==> config.mk <==
export PLATFORM = sky130hd
export DESIGN_NAME = mc_main_fsm
export DESIGN_NICKNAME = d
export VERILOG_FILES = /design/src/rtl/mc_main_fsm.sv
export SDC_FILE = /design/constraint.sdc
export NUM_CORES = 1
export LEC_CHECK = 0
export CAP_MARGIN = 20
export CORE_UTILIZATION = 40
export DETAILED_ROUTE_END_ITERATION = 7
export GPL_TIMING_DRIVEN = 0
export PLACE_DENSITY = 0.82
export SLEW_MARGIN = 0
export SYNTH_ARGS = -nofsm -noshare
export SYNTH_HDL_FRONTEND = slang
export SYNTH_SLANG_ARGS = --single-unit
export TNS_END_PERCENT = 10
==> constraint.sdc <==
create_clock -name clk -period 1.8 [get_ports clk]
set_input_delay 0.18 -clock clk [delete_from_list [all_inputs] [get_ports clk]]
set_output_delay 0.18 -clock clk [all_outputs]
set_load 0.05 [all_outputs]
==> src/rtl/mc_main_fsm.sv <==
// Multi-cycle RV32I main sequencing controller: Moore FSM driving datapath enables/selects.
// Define MC_MEM_WAIT_EN to stall FETCH/MEMREAD/MEMWRITE on mem_ready; otherwise memory is always ready.
module mc_main_fsm #(
    parameter int CNT_W = 32
) (
    input  logic             clk,
    input  logic             reset,
    input  logic [6:0]       op,
    input  logic             mem_ready,
    output logic             IRWrite,
    output logic             PCUpdate,
    output logic             Branch,
    output logic             RegWrite,
    output logic             MemWrite,
    output logic             AdrSrc,
    output logic [1:0]       ALUSrcA,
    output logic [1:0]       ALUSrcB,
    output logic [1:0]       ALUOp,
    output logic [1:0]       ResultSrc,
    output logic             illegal,
    output logic [CNT_W-1:0] instret,
    output logic [3:0]       state
);

    typedef enum logic [3:0] {
        S_FETCH    = 4'd0,
        S_DECODE   = 4'd1,
        S_MEMADR   = 4'd2,
        S_MEMREAD  = 4'd3,
        S_MEMWB    = 4'd4,
        S_MEMWRITE = 4'd5,
        S_EXECR    = 4'd6,
        S_ALUWB    = 4'd7,
        S_EXECI    = 4'd8,
        S_JAL      = 4'd9,
        S_BRANCH   = 4'd10
    } state_e;

    localparam logic [6:0] OP_LW  = 7'b0000011;
    localparam logic [6:0] OP_SW  = 7'b0100011;
    localparam logic [6:0] OP_R   = 7'b0110011;
    localparam logic [6:0] OP_I   = 7'b0010011;
    localparam logic [6:0] OP_JAL = 7'b1101111;
    localparam logic [6:0] OP_BR  = 7'b1100011;

    state_e            state_q, state_d;
    logic [CNT_W-1:0]  instret_q;
    logic              mem_ok;
    logic              op_legal;
    logic              retire;

`ifdef MC_MEM_WAIT_EN
    assign mem_ok = mem_ready;
`else
    logic unused_mem_ready;
    assign unused_mem_ready = mem_ready;
    assign mem_ok = 1'b1;
`endif

    always_comb begin
        op_legal = 1'b0;
        case (op)
            OP_LW, OP_SW, OP_R, OP_I, OP_JAL, OP_BR: op_legal = 1'b1;
            default: op_legal = 1'b0;
        endcase
    end

    always_comb begin
        state_d = S_FETCH;
        case (state_q)
            S_FETCH:    state_d = mem_ok ? S_DECODE : S_FETCH;
            S_DECODE: begin
                case (op)
                    OP_LW, OP_SW: state_d = S_MEMADR;
                    OP_R:         state_d = S_EXECR;
                    OP_I:         state_d = S_EXECI;
                    OP_JAL:       state_d = S_JAL;
                    OP_BR:        state_d = S_BRANCH;
                    default:      state_d = S_FETCH;
                endcase
            end
            S_MEMADR:   state_d = (op == OP_LW) ? S_MEMREAD : S_MEMWRITE;
            S_MEMREAD:  state_d = mem_ok ? S_MEMWB : S_MEMREAD;
            S_MEMWRITE: state_d = mem_ok ? S_FETCH : S_MEMWRITE;
            S_EXECR, S_EXECI, S_JAL: state_d = S_ALUWB;
            default:    state_d = S_FETCH;
        endcase
    end

    // An instruction retires on the edge that returns from its last state to FETCH.
    assign retire = (state_q == S_MEMWB) || (state_q == S_ALUWB) || (state_q == S_BRANCH) ||
                    ((state_q == S_MEMWRITE) && mem_ok);

    always_ff @(posedge clk) begin
        if (reset) begin
            state_q   <= S_FETCH;
            instret_q <= '0;
        end else begin
            state_q <= state_d;
            if (retire) begin
                instret_q <= instret_q + 1'b1;
            end
        end
    end

    always_comb begin
        IRWrite   = 1'b0;
        PCUpdate  = 1'b0;
        Branch    = 1'b0;
        RegWrite  = 1'b0;
        MemWrite  = 1'b0;
        AdrSrc    = 1'b0;
        ALUSrcA   = 2'b00;
        ALUSrcB   = 2'b00;
        ALUOp     = 2'b00;
        ResultSrc = 2'b00;
        illegal   = 1'b0;
        if (!reset) begin
            case (state_q)
                S_FETCH: begin
                    IRWrite   = mem_ok;
                    PCUpdate  = mem_ok;
                    ALUSrcB   = 2'b10;
                    ResultSrc = 2'b10;
                end
                S_DECODE: begin
                    ALUSrcA = 2'b01;
                    ALUSrcB = 2'b01;
                    illegal = !op_legal;
                end
                S_MEMADR: begin
                    ALUSrcA = 2'b10;
                    ALUSrcB = 2'b01;
                end
                S_MEMREAD:  AdrSrc = 1'b1;
                S_MEMWB: begin
                    ResultSrc = 2'b01;
                    RegWrite  = 1'b1;
                end
                S_MEMWRITE: begin
                    AdrSrc   = 1'b1;
                    MemWrite = 1'b1;
                end
                S_EXECR: begin
                    ALUSrcA = 2'b10;
                    ALUOp   = 2'b10;
                end
                S_EXECI: begin
                    ALUSrcA = 2'b10;
                    ALUSrcB = 2'b01;
                    ALUOp   = 2'b10;
                end
                S_ALUWB:    RegWrite = 1'b1;
                S_JAL: begin
                    ALUSrcA  = 2'b01;
                    ALUSrcB  = 2'b10;
                    PCUpdate = 1'b1;
                end
                S_BRANCH: begin
                    ALUSrcA = 2'b10;
                    ALUOp   = 2'b01;
                    Branch  = 1'b1;
                end
                default: ;
            endcase
        end
    end

    assign instret = instret_q;
    assign state   = state_q;

endmodule

## Yosys cells after proc, flatten, opt, wreduce, memory -nomap -nowiden

Index checks and enable logic that the tools add are counted.

| word-level totals | value |
|---|---|
| input bits | 10 |
| register bits after elaboration | 36 |
| logic and storage cells | 60 |

| cells by class | value |
|---|---|
| reductions and logical operators | 15 |
| muxes and demuxes | 26 |
| add/sub/neg operators | 1 |
| equality and inequality tests | 16 |

Operators by type and width:

| kind | number |
|---|---|
| $pmux W4 S5 | 2 |
| $add A32 B1 Y32 const B | 1 |
| $eq A4 B3 Y1 const B | 4 |
| $pmux W2 S2 | 4 |
| $mux W1 | 15 |
| $eq A7 B6 Y1 const B | 2 |
| $eq A7 B7 Y1 const B | 2 |
| $eq A4 B4 Y1 const B | 3 |
| $reduce_or A2 Y1 | 6 |
| $eq A4 B2 Y1 const B | 2 |
| $mux W2 | 4 |
| $eq A7 B2 Y1 const B | 1 |
| $eq A7 B5 Y1 const B | 1 |
| $reduce_or A3 Y1 | 2 |
| $reduce_or A6 Y1 | 1 |
| $eq A4 B1 Y1 const B | 1 |
| $logic_not A4 Y1 | 1 |
| $reduce_or A4 Y1 | 1 |
| $logic_or A1 B1 Y1 | 3 |
| $mux W3 | 1 |
| $logic_not A1 Y1 | 1 |

## Depth between registers and ports, before layout

Gate-level depths: netlist (run 1).

| logic depth | value |
|---|---|
| depth in word-level cells | 6 |
| mapped depth | 7 |

## Least setup slack after synthesis (run 1)

OpenSTA, ideal clock, no wires.

| timing path | value |
|---|---|
| path kind | register -> output |
| start | register state_q[1], in the netlist state[1] |
| end | output port AdrSrc |
| data required time | 1.620 ns |
| setup slack | -1.184 ns |
| arrival time | 2.804 ns |
| cell stages (with the launch flop) | 4 |
| cells stage by stage | dfxtp_1 > clkbuf_1 > xnor2_1 > nor4b_1 |

| on the way | value |
|---|---|
| longest elaborated chain between the ends | 4 |

RTL lines:

| what | RTL line | source |
|---|---|---|
| start, declared | 46 | `state_e state_q, state_d;` |
| start signal, assigned | 99 | `state_q <= state_d;` |
| $eq A4 B3 Y1 / $eq A4 B2 Y1 (equally long branches) | n/a |  |
| $reduce_or A2 Y1 (no line) (*) | n/a |  |
| $mux W1 (*) | 119 | `case (state_q)` |
| $mux W1 (*) | 118 | `if (!reset) begin` |
| end, declared | 15 | `output logic AdrSrc,` |

Mark *: on every way between the ends. The rest lies on a longest branch, timed or not.

## Worst setup path after layout (run 1)

| timing path | value |
|---|---|
| start | register instret_q[15], in the netlist instret[15] |
| end | register instret_q[29], in the netlist instret[29] |

| on the way | value |
|---|---|
| longest elaborated chain between the ends | 1 |

RTL lines:

| what | RTL line | source |
|---|---|---|
| start, declared | 47 | `logic [CNT_W-1:0] instret_q;` |
| start signal, assigned | 101 | `instret_q <= instret_q + 1'b1;` |
| $add A32 B1 Y32 | 101 |  |

Every way passes these cells.
A chain may end at the register's enable or synchronous reset.

==> results.yml, run 1 <==
final_layout:
  mostFrequentLayoutCells: "clkdlybuf4s50_1 (41), nor2_1 (31), xor2_1 (19), dfxtp_2 (18), nand4_1 (16)"
  layout_commonest_cell: "clkdlybuf4s50_1"
  area_delta_synth_final_pct: 51.0
  layout-drive-gt1-share: 0.294
  postLayoutCellArea_mm2: 0.00310
  antennaDiodeCount: 0
  fin_nets: 330
timing:
  setup_tns_ns: -0.0196
  timing.final.ws_setup_ns: -0.0196
  timing.final.max_slew_violations: 0
  hold_viol: 0
  setup_violations: 1
  rsz0062_at_grt: "yes"
  tightest_slew_ns: 0.509
  clock_skew_ns: 0.00529
  maxSlewHeadroom: 0.660
  min_period_ns: 1.82
  fin_crit_sh: 1.01
  fmax_mhz: 550
logic_synthesis:
  synth.avg_cell_area_um2: 8.27
  synth_flop_cell: "dfxtp_1"
  ys_async_sr_fraction: 0
  ys_seq_area_frac: 0.351
  synth.distinct_cells: 44
  synth_edf_count: 0
  synthCells: 248
  netlist_area_mm2: 0.00205
  ys_ff_latch: 36
  synth.net_count: 259
  synth_warnings: 0
drt:
  vias_per_cell: 5.45
  firstDrtPassIters: 4
  ant_nets: 0
  drtIter0Drc: 190
  wl_per_cell_um: 14.7
  drt_wl_total_mm: 5.70
  routed-via-count: 2111
  route.detailed.drc: 0
power:
  p_per_area_mw_per_mm2: 530
  leakage_nw: 1.13
  power_switching_mw: 0.425
  swShare: 0.259
  combPwrFrac: 0.115
  clkPwrFrac: 0.399
  seqPwrFrac: 0.486
  ir_drop_v: 0.000396
  intPower_mw: 1.22
die:
  die_h_um: 73.6
  io-pin-count: 61
  rows: 25
  initial_core_util: 0.426
  die_area_mm2: 0.00542
  fp.coreArea_mm2: 0.00482
  die_x_um: 73.6
clock_tree:
  cts-root-buf: "clkbuf_8"
  cts_sinks: 36
  tritoncts: "done"
  h-tree-depth: 2
  cts_made_buffers: 5
  clk_pin_slew_worst_paths_ns: 0.07
  holdBufCountCts: 0
  clk_latency_ns: 0.29
  cts_buffer_depth: 2
outcome:
  run_status: "complete, but fails checks"
  violations: "setup timing"
global_route:
  grt_overflow: 0
  grt_pass1_vias: 1782
  grt_max_degree: 12
  antenna_found_initial: 0
  grt_util_all_layers: 0.209
  grt_first_pass_wirelength_mm: 8.62
hold_path:
  hp-class: "primary input to flop"
setup_path:
  critPathArrivalTime_ns: 2.04
  cp-end-kind: "flop"
  crit_type: "flop to flop"
  required_ns: 2.02
  crit_fanout: 7
  critPathLaunchType: "flop"
placement:
  dp_hpwl_mm: 3.76
  port-buffer-count: 58
  place_area_mm2: 0.00285
  gp_congestion: 0.796
flow_run:
  drv_cap: 0
-- repair_timing --
item,CTS,global route
pin swaps,2,9
resized for setup,81,31
buffers inserted,1,6
cloned,0,0
endpoints found under the setup margin,28,27
-- layout make-up --
type | instances | area, µm²
buffer | 13 | 93.8
clock inverter | 1 | 5.00
inverter | 3 | 11.3
timing repair buffer | 65 | 622
multi-input combinational | 195 | 1420
clock buffer | 7 | 97.6
fill | 407 | 1720
sequential | 36 | 762
tap | 67 | 83.8
-- flip-flops by register name (all words and copies together), names as in the netlist --
signal / flops
instret: 32
state: 4
-- per-layer routing --
metal / up-vias / track usage / wire length (µm)
met5: - / 0 / 0
met2: 80 / 0.321 / 2740
met4: 0 / 0.0726 / 74
li1: 1033 / - / -
met3: 9 / 0.0494 / 321
met1: 989 / 0.285 / 2560
-- path summary, 6_finish.rpt --
kind | depth (start not counted) | slack [ns] | endpoint | startpoint
setup reg to reg | 5 | -0.02 | instret[29] | instret[15]
setup / recovery | 5 | -0.02 | instret[29] | instret[15]
hold / removal | 2 | 0.31 | state[2] | reset
hold reg to reg | 2 | 0.49 | instret[1] | instret[1]
-- power groups by stage --
| stage | clock network [mW] | registers (mW) | logic [mW] |
|---|---|---|---|
| floorplan | 0 | 0.827 | 0.114 |
| finish | 0.655 | 0.798 | 0.189 |
| detailed placement | 0 | 0.819 | 0.185 |
| global placement | 0 | 0.819 | 0.183 |
| CTS | 0.666 | 0.800 | 0.190 |
| global route | 0.711 | 0.798 | 0.201 |
-- critical path: stages (launching register included) --
cell,delay (ns)
dfxtp_4,0.38
nand4_1,0.22
nor3_2,0.25
and4_4,0.28
or4b_1,0.44
a21oi_1,0.17
-- through the flow --
stage | utilization | hold slack (ns) | std cells | setup slack [ns] | power, mW
after global routing | 0.643 | 0.334 | 387 | -0.0860 | 1.71
after detailed placement | 0.592 | 0.467 | 373 | -0.469 | 1.00
final | 0.643 | 0.311 | 387 | -0.0196 | 1.64
after global placement | 0.592 | 0.464 | 373 | -0.443 | 1.00
after CTS | 0.620 | 0.476 | 382 | -0.0651 | 1.66
after floorplan | - | 0.365 | 248 | -0.144 | 0.941
-- synth_stat cells (all sizes together) (2+ instances only) --
master | count | area share
dfxtp | 36 | 0.35
nor2 | 33 | 0.060
xor2 | 19 | 0.081
nand4 | 18 | 0.065
nand2 | 15 | 0.027
a21oi | 13 | 0.032
nor3 | 12 | 0.043
nand3 | 11 | 0.027
clkbuf | 9 | 0.016
o21ai | 9 | 0.022
and2 | 7 | 0.021
or3 | 6 | 0.018
xnor2 | 6 | 0.026
buf | 5 | 0.016
nand2b | 5 | 0.023
nor4 | 5 | 0.018
and3 | 4 | 0.012
and4 | 4 | 0.017
a211oi | 3 | 0.011
inv | 3 | 0.0055
nor2b | 3 | 0.0091
or4 | 3 | 0.011
mux2 | 2 | 0.011
mux2i | 2 | 0.016
nor4b | 2 | 0.0085
o211ai | 2 | 0.0073
o31ai | 2 | 0.0073
-- cells by family (layout without fill, tap and decap cells) --
| family | Yosys count | after routing | share of synthesized area |
|---|---|---|---|
| DFF | 36 | 36 | 0.351 |
| AOI/OAI and AO/OA | 33 | 33 | 0.0951 |
| xor gates and xnor gates | 25 | 25 | 0.107 |
| and+or+nand+nor | 132 | 132 | 0.376 |
| adders and majority gates | 1 | 1 | 0.00610 |
| muxes | 4 | 4 | 0.0268 |
| buffers and inverters | 17 | 89 | 0.0378 |
(Power assumes the default switching activity.)
==> inputs of run 2 (changes only) <==
--- a/config.mk
+++ b/config.mk
@@ -7,9 +7,10 @@
 export LEC_CHECK = 0
 export CAP_MARGIN = 20
 export CORE_UTILIZATION = 40
+export CTS_BUF_LIST = sky130_fd_sc_hd__clkbuf_4 sky130_fd_sc_hd__clkbuf_8 sky130_fd_sc_hd__clkbuf_16
 export DETAILED_ROUTE_END_ITERATION = 7
 export GPL_TIMING_DRIVEN = 0
-export PLACE_DENSITY = 0.82
+export PLACE_DENSITY = 0.8
 export SLEW_MARGIN = 0
 export SYNTH_ARGS = -nofsm -noshare
 export SYNTH_HDL_FRONTEND = slang
==> constraint.sdc (replaced) <==
create_clock -name clk -period 2.3 [get_ports clk]
set_input_delay 0.23 -clock clk [delete_from_list [all_inputs] [get_ports clk]]
set_output_delay 0.23 -clock clk [all_outputs]
set_load 0.01 [all_outputs]
==> run 2 against run 1 <==
The run now ends clean. Clock skew is essentially flat. Sequential power is 21% lower. Sequential cell count is the same. Wire length shrank 8.9%. Utilization shrank 5.5 points. Non-clock buffer count decreased by 6.
==> results.yml, run 2 (synthesis results as in run 1) <==
placement:
  port-buffer-count: 58
  gp_congestion: 0.888
  dp_hpwl_mm: 3.80
  place_area_mm2: 0.00272
final_layout:
  mostFrequentLayoutCells: "clkdlybuf4s50_1 (57), dfxtp_1 (35), nor2_1 (32), xor2_1 (19), nand4_1 (16)"
  postLayoutCellArea_mm2: 0.00283
  largest_reg_flops: 32
  fin_nets: 324
  area_delta_synth_final_pct: 38.0
  fill_cells: 447
  layout_commonest_cell: "clkdlybuf4s50_1"
  antennaDiodeCount: 0
  layout-drive-gt1-share: 0.0958
flow_run:
  drv_cap: 0
clock_tree:
  holdBufCountCts: 0
  clk_pin_slew_worst_paths_ns: 0.07
  tritoncts: "done"
  cts_sinks: 36
  cts_buffer_depth: 2
  h-tree-depth: 2
  cts_made_buffers: 5
  cts-root-buf: "clkbuf_8"
  clk_latency_ns: 0.28
die:
  rows: 25
  die_h_um: 73.6
  initial_core_util: 0.426
  die_area_mm2: 0.00542
  die_x_um: 73.6
  fp.coreArea_mm2: 0.00482
  io-pin-count: 61
power:
  ir_drop_v: 0.000275
  p_per_area_mw_per_mm2: 428
  seqPwrFrac: 0.518
  power_switching_mw: 0.270
  swShare: 0.222
  leakage_nw: 0.982
  intPower_mw: 0.943
  combPwrFrac: 0.085
  clkPwrFrac: 0.396
timing:
  hold_viol: 0
  clock_skew_ns: 0.00528
  fin_crit_sh: 0.971
  timing.final.max_slew_violations: 0
  setup_violations: 0
  tightest_slew_ns: 0.497
  setup_tns_ns: 0
  min_period_ns: 2.23
  maxSlewHeadroom: 0.669
  fmax_mhz: 448
  rsz0062_at_grt: "yes"
drt:
  dr_wl_met3_um: 301
  vias_per_cell: 5.47
  ant_nets: 0
  top_layer: "met4"
  drtIter0Drc: 107
  wl_per_cell_um: 13.7
  wl_met1_mm: 2.40
  firstDrtPassIters: 4
  drt_wl_total_mm: 5.19
  wl_met2_mm: 2.45
  routed-via-count: 2080
  route.detailed.drc: 0
global_route:
  grt_max_degree: 11
  grt_pass1_vias: 1793
  grt_first_pass_wirelength_mm: 8.43
  grt_util_all_layers: 0.200
  grt_overflow: 0
  antenna_found_initial: 0
setup_path:
  required_ns: 2.07
  critPathLaunchType: "flop"
  crit_fanout: 10
  crit_type: "flop to output pin"
  critPathArrivalTime_ns: 2.00
  cp-end-kind: "output pin"
hold_path:
  hp-class: "primary input to flop"
outcome:
  run_status: "completed"
## run 2: power by group through the flow
| stage | Clock (mW) | Sequential (mW) | Combinational, mW |
|---|---|---|---|
| after floorplan | 0 | 0.643 | 0.0510 |
| after global placement | 0 | 0.643 | 0.0999 |
| after detailed placement | 0 | 0.643 | 0.102 |
| after CTS | 0.488 | 0.628 | 0.102 |
| after global routing | 0.517 | 0.629 | 0.111 |
| final | 0.480 | 0.629 | 0.104 |
## run 2: worst paths after layout
| path | start | end | slack, ns | cells past startpoint |
|---|---|---|---|---|
| worst max-delay path | state[2] | ALUSrcB[1] | 0.07 | 6 |
| worst min-delay path | reset | state[2] | 0.45 | 2 |
| worst max register to register | instret[0] | instret[30] | 0.23 | 6 |
| worst min register to register | instret[1] | instret[1] | 0.50 | 2 |
## run 2: per-stage QoR
step | cells | power (mW) | setup WS [ns] | hold slack (ns) | util
after detailed placement | 373 | 0.745 | 0.150 | 0.487 | 0.564
after global routing | 380 | 1.26 | -0.00647 | 0.485 | 0.588
after floorplan | 248 | 0.694 | 0.503 | 0.423 | -
final | 380 | 1.21 | 0.0659 | 0.448 | 0.588
after global placement | 373 | 0.743 | 0.144 | 0.484 | 0.564
after CTS | 380 | 1.22 | 0.0187 | 0.405 | 0.585
## run 2: per-layer routing
layer,global-route usage,vias up
li1,-,1025
met5,0,-
met2,0.306,73
met4,0.0556,0
met1,0.285,978
met3,0.0412,4
## run 2: final cells by class
class	count	area (µm²)	share of cell area
plain buffers	14	71.3	0.0252
clock buffers	7	96.3	0.0340
inverters	3	11.3	0.00398
multi-input cells	195	1260	0.446
flip-flops and latches	36	722	0.255
well taps	67	83.8	0.0296
repair buffers	58	583	0.206
## run 2: timing repair
action                                  4_1_cts  5_1_grt
endpoints found under the setup margin        5        6
gates resized for setup                       3        6
hold endpoints to repair                      0        0
setup buffers                                 0        0
pin swaps                                     0        0
## run 2: worst max-delay path, stage by stage, from the launching register on
cell             delay, ns
dfxtp_1               0.31
buf_4                 0.17
or2_2                 0.32
nor2_4                0.13
and2_1                0.16
buf_4                 0.11
clkdlybuf4s50_1       0.52
==> inputs of run 3 (changes only) <==
--- a/config.mk
+++ b/config.mk
@@ -5,12 +5,14 @@
 export SDC_FILE = /design/constraint.sdc
 export NUM_CORES = 1
 export LEC_CHECK = 0
+export ABC_CLOCK_PERIOD_IN_PS = 2300
 export CAP_MARGIN = 20
-export CORE_UTILIZATION = 40
+export CORE_MARGIN = 2
+export CORE_UTILIZATION = 51
 export CTS_BUF_LIST = sky130_fd_sc_hd__clkbuf_4 sky130_fd_sc_hd__clkbuf_8 sky130_fd_sc_hd__clkbuf_16
 export DETAILED_ROUTE_END_ITERATION = 7
 export GPL_TIMING_DRIVEN = 0
-export PLACE_DENSITY = 0.8
+export PLACE_DENSITY = 0.95
 export SLEW_MARGIN = 0
 export SYNTH_ARGS = -nofsm -noshare
 export SYNTH_HDL_FRONTEND = slang
==> run 3 against run 2 <==
Global-route usage is 6.0 points higher. Register-to-register slack about the same. Setup slack improved by 0.0033 ns. Power rose by 0.86%. Final area is 0.35% lower. Critical path depth is the same. Hold slack lost 0.0043 ns. Critical path type unchanged. Critical endpoint is now ResultSrc[1].
==> results.yml, run 3 (synthesis results as in run 1) <==
final_layout:
  instances_no_fill: 364
  layout-drive-gt1-share: 0.105
  largest_reg_flops: 32
  layout_commonest_cell: "clkdlybuf4s50_1"
  mostFrequentLayoutCells: "clkdlybuf4s50_1 (56), dfxtp_1 (34), nor2_1 (32), xor2_1 (19), nand4_1 (16)"
  antennaDiodeCount: 0
  area_delta_synth_final_pct: 37.5
  fill_cells: 288
  fin_nets: 324
timing:
  timing.hold.ws_ns: 0.444
  maxSlewHeadroom: 0.646
  tightest_slew_ns: 0.531
  timing.final.max_slew_violations: 0
  setup_violations: 0
  fmax_mhz: 448
  rsz0062_at_grt: "yes"
  timing.final.ws_setup_ns: 0.0692
  clock_skew_ns: 0.00815
  fin_crit_sh: 0.970
  min_period_ns: 2.23
  hold_viol: 0
power:
  leakage_nw: 0.995
  p_per_area_mw_per_mm2: 433
  ir_drop_v: 0.000427
die:
  io-pin-count: 61
  die_x_um: 67.4
  initial_core_util: 0.520
  fp.coreArea_mm2: 0.00394
  rows: 23
  die_h_um: 67.4
  die_area_mm2: 0.00455
setup_path:
  critPathArrivalTime_ns: 2.00
  crit_type: "flop to output pin"
  cp-end-kind: "output pin"
  required_ns: 2.07
  critPathLaunchType: "flop"
  crit_fanout: 10
  rrSetupSlack_ns: 0.24
placement:
  dp_hpwl_mm: 4.02
  pre_cts_ws_ns: 0.0966
  port-buffer-count: 58
  dp.cells: 356
  gp_congestion: 0.853
clock_tree:
  holdBufCountCts: 0
  post_cts_buffers: 0
  clk_pin_slew_worst_paths_ns: 0.08
  cts_buffer_depth: 2
  clk_latency_ns: 0.30
  cts-root-buf: "clkbuf_8"
  cts-resized-gates: 4
  h-tree-depth: 2
  cts_sinks: 36
  tritoncts: "done"
  cts_made_buffers: 5
flow_run:
  drv_cap: 0
hold_path:
  hp-class: "primary input to flop"
drt:
  wl_per_cell_um: 15.1
  routed-via-count: 2099
  firstDrtPassIters: 4
  ant_nets: 0
  drt_wl_total_mm: 5.49
  drtIter0Drc: 184
  route.detailed.drc: 0
  vias_per_cell: 5.77
global_route:
  grt_first_pass_wirelength_mm: 8.95
  antenna_found_initial: 0
  grt_util_all_layers: 0.260
  grt_pass1_vias: 2017
  grt_max_degree: 13
  grt_overflow: 0
outcome:
  run_status: "completed"
==> run 3: cell types whose count changed in the layout (fill, tap and decap cells not counted), sizes merged <==
cell | previous run | this run
clkbuf | 16 | 15
clkdlybuf4s50 | 57 | 56
clkinvlp | 0 | 2
dlymetal6s2s | 1 | 2
==> run 3: worst max-delay path: stages (launching register included) <==
cell	delay, ns
dfxtp_1	0.32
buf_4	0.16
or2_2	0.32
nor2_4	0.13
and2_1	0.16
buf_4	0.10
clkdlybuf4s50_1	0.51
==> run 3: final timing paths <==
check	cells past startpoint	to	startpoint
min reg2reg	2	instret[1]	instret[1]
max	6	ResultSrc[1]	state[2]
max reg2reg	6	instret[30]	instret[0]
min	2	state[2]	reset
==> run 3: stage by stage <==
step	utilization	power [mW]	setup TNS, ns	cell area [µm²]
global placement	0.684	0.741	0	2700
global route	0.716	1.26	0	2820
detailed placement	0.684	0.743	0	2700
CTS	0.710	1.22	-0.0377	2800
floorplan	-	0.694	0	2050
finish	0.716	1.22	0	2820
==> run 3: area by class of cell <==
cell class,count,area (µm²),share of cell area
clock buffer,6,82.6,0.0293
tap,50,62.6,0.0222
buffer,14,71.3,0.0253
clock inverter,2,15.0,0.00532
multi-input combinational,195,1270,0.450
timing repair buffer,58,586,0.208
sequential,36,723,0.256
inverter,3,11.3,0.00399
==> run 3: report_power, final <==
group / internal (mW) / switching, mW / leakage, nW
logic: 0.0512 / 0.0518 / 0.661
clock network: 0.242 / 0.249 / 0.0434
registers: 0.625 / 0.00379 / 0.291
total: 0.919 / 0.304 / 0.995
==> run 3: layer usage <==
metal | routed length (µm) | global-route usage
met1 | 2420 | 0.309
met2 | 2760 | 0.454
met3 | 236 | 0.0533
met4 | 76 | 0.112
met5 | 0 | 0
==> patch, RTL diff (config.mk and constraints of run 3) <==
Reset style: asynchronous (`reset`), changed in one clocked block.
--- a/src/rtl/mc_main_fsm.sv
+++ b/src/rtl/mc_main_fsm.sv
@@ -91,7 +91,7 @@
     assign retire = (state_q == S_MEMWB) || (state_q == S_ALUWB) || (state_q == S_BRANCH) ||
                     ((state_q == S_MEMWRITE) && mem_ok);
 
-    always_ff @(posedge clk) begin
+    always_ff @(posedge clk or posedge reset) begin
         if (reset) begin
             state_q   <= S_FETCH;
             instret_q <= '0;
Formal check against the unedited RTL: differs if reset is asserted again (counterexample within 4 cycles, from zero or initial values and one cycle with reset high); with reset held inactive, the same outputs for 10 cycles.
==> patch against run 3 <==
- final area is 3.8% lower
- hold slack worse by 0.39 ns
- sequential cell count stayed put
- synthesized area is 6.3% lower
- setup slack worse by 0.038 ns
- routed wire length is 24% lower
Power is not compared: it rests on default switching activity, and its combinational part moved more than twofold at a synthesized area within 25%.
==> patch: results (changes against run 3) <==
synth_compound_area_share_pct: 4.49  # was 9.51%
place_hpwl_um: 3190  # was 4020 um
syn_area_per_cell_um2: 9.76  # was 8.27 um^2
ys_top_cells_by_area: "dfrtp_1 (47%), xnor2_1 (13%), nand4_1 (4.2%)"  # was dfxtp_1 (35%), xor2_1 (8.1%), nor2_1 (6.0%)
route.detailed.drc: 0  # unchanged
wl_per_cell_um: 13.5  # was 15.1 um
crit_arrival_ns: 2.04  # was 2.00 ns
finClkSkew_ns: 0.00294  # was 0.00815 ns
grt_pass1_vias: 1562  # was 2,017
synth_adder_area_share_pct: 0.651  # was 0.610%
grt_max_degree: 22  # was 13
antenna_cells: 0  # unchanged
fin_cells: 311  # was 364
met1_usage_pct: 23.1  # was 30.9%
placed_cells: 304  # was 356
grt.total_usage_pct: 20.8  # was 26.0%
synthArstFlopShare_pct: 100  # was 0%
met2_usage_pct: 37.6  # was 45.4%
hp-class: "input port to asynchronous set/reset pin"  # was input port to flip-flop
fillers: 276  # was 288
muxShareOfSynthArea_pct: 1.30  # was 2.68%
relSlewSlack_pct: 59.0  # was 64.6%
synth.net_count: 208  # was 259
dp_worst_setup_slack_ns: 0.124  # was 0.0966 ns
drive_gt1_share_pct: 9.89  # was 10.5%
cts.clk_slew.worst_paths_ns: 0.07
met3_usage_pct: 5.65  # was 5.33%
ys_seq_area_share_pct: 46.8  # was 35.1%
nNetsFinal: 274  # was 324
synth_cell_types: 34  # was 44
gp_congestion: 0.844  # was 0.853
drt_iter0_drc: 53  # was 184
outcome: "finished clean"  # unchanged
synth_commonest_cells: "dfrtp_1 (36), xnor2_1 (28), nand2_1 (18)"  # was dfxtp_1 (36), nor2_1 (33), xor2_1 (19)
design_area_mm2: 0.00272  # was 0.00282 mm^2
grt_pass1_wl_um: 6820  # was 8950 um
port_buffers: 58  # unchanged
## patch: what timing repair did
action	CTS	global route
pin swaps	0	0
endpoints found under the setup margin	8	7
endpoints found under the hold margin	0	0
hold buffers	0	0
resized for setup	3	16
## patch: layout make-up
type / instances / area [um^2] / area share [%]
repair buffers: 59 / 609 / 22.4
flip-flops and latches: 36 / 901 / 33.2
multi-input cells: 147 / 967 / 35.6
well taps: 48 / 60.1 / 2.21
plain buffers: 8 / 55.1 / 2.03
clock buffers: 7 / 96.3 / 3.55
inverters: 6 / 26.3 / 0.968
## patch: where the power goes
part	switching [mW]	internal, mW
logic	0.215	0.238
registers	0.0642	0.674
clock network	0.203	0.266
total	0.483	1.18
## patch: worst max-delay path, cell delays in order, from the launching register on
cell             delay, ns
dfrtp_1               0.40
buf_4                 0.18
or3_4                 0.39
nor3_2                0.14
buf_4                 0.13
clkdlybuf4s50_1       0.52
## patch: final timing paths
path	endpoint	startpoint	cells after the start	slack, ns
setup / recovery	ResultSrc[1]	state[2]	5	0.03
hold / removal	state[0]	reset	2	0.05
setup reg to reg	instret[29]	state[0]	6	0.32
hold reg to reg	instret[31]	instret[31]	1	0.47
max in group asynchronous	instret[28]	reset	3	1.84
min in group clk	instret[31]	instret[31]	1	0.47
## patch: cell families after synthesis
family	after synthesis
AND/OR/NAND/NOR	97
flip-flops	36
XOR/XNOR	33
AO/OA/AOI/OAI	14
buffers and inverters	14
multiplexers	2
adder cells (fa/ha/maj)	1
## patch: metal layers
layer,up-vias,wire length [um]
li1,818,-
met1,781,1620
met2,61,2230
met3,4,295
met4,0,42
met5,-,0
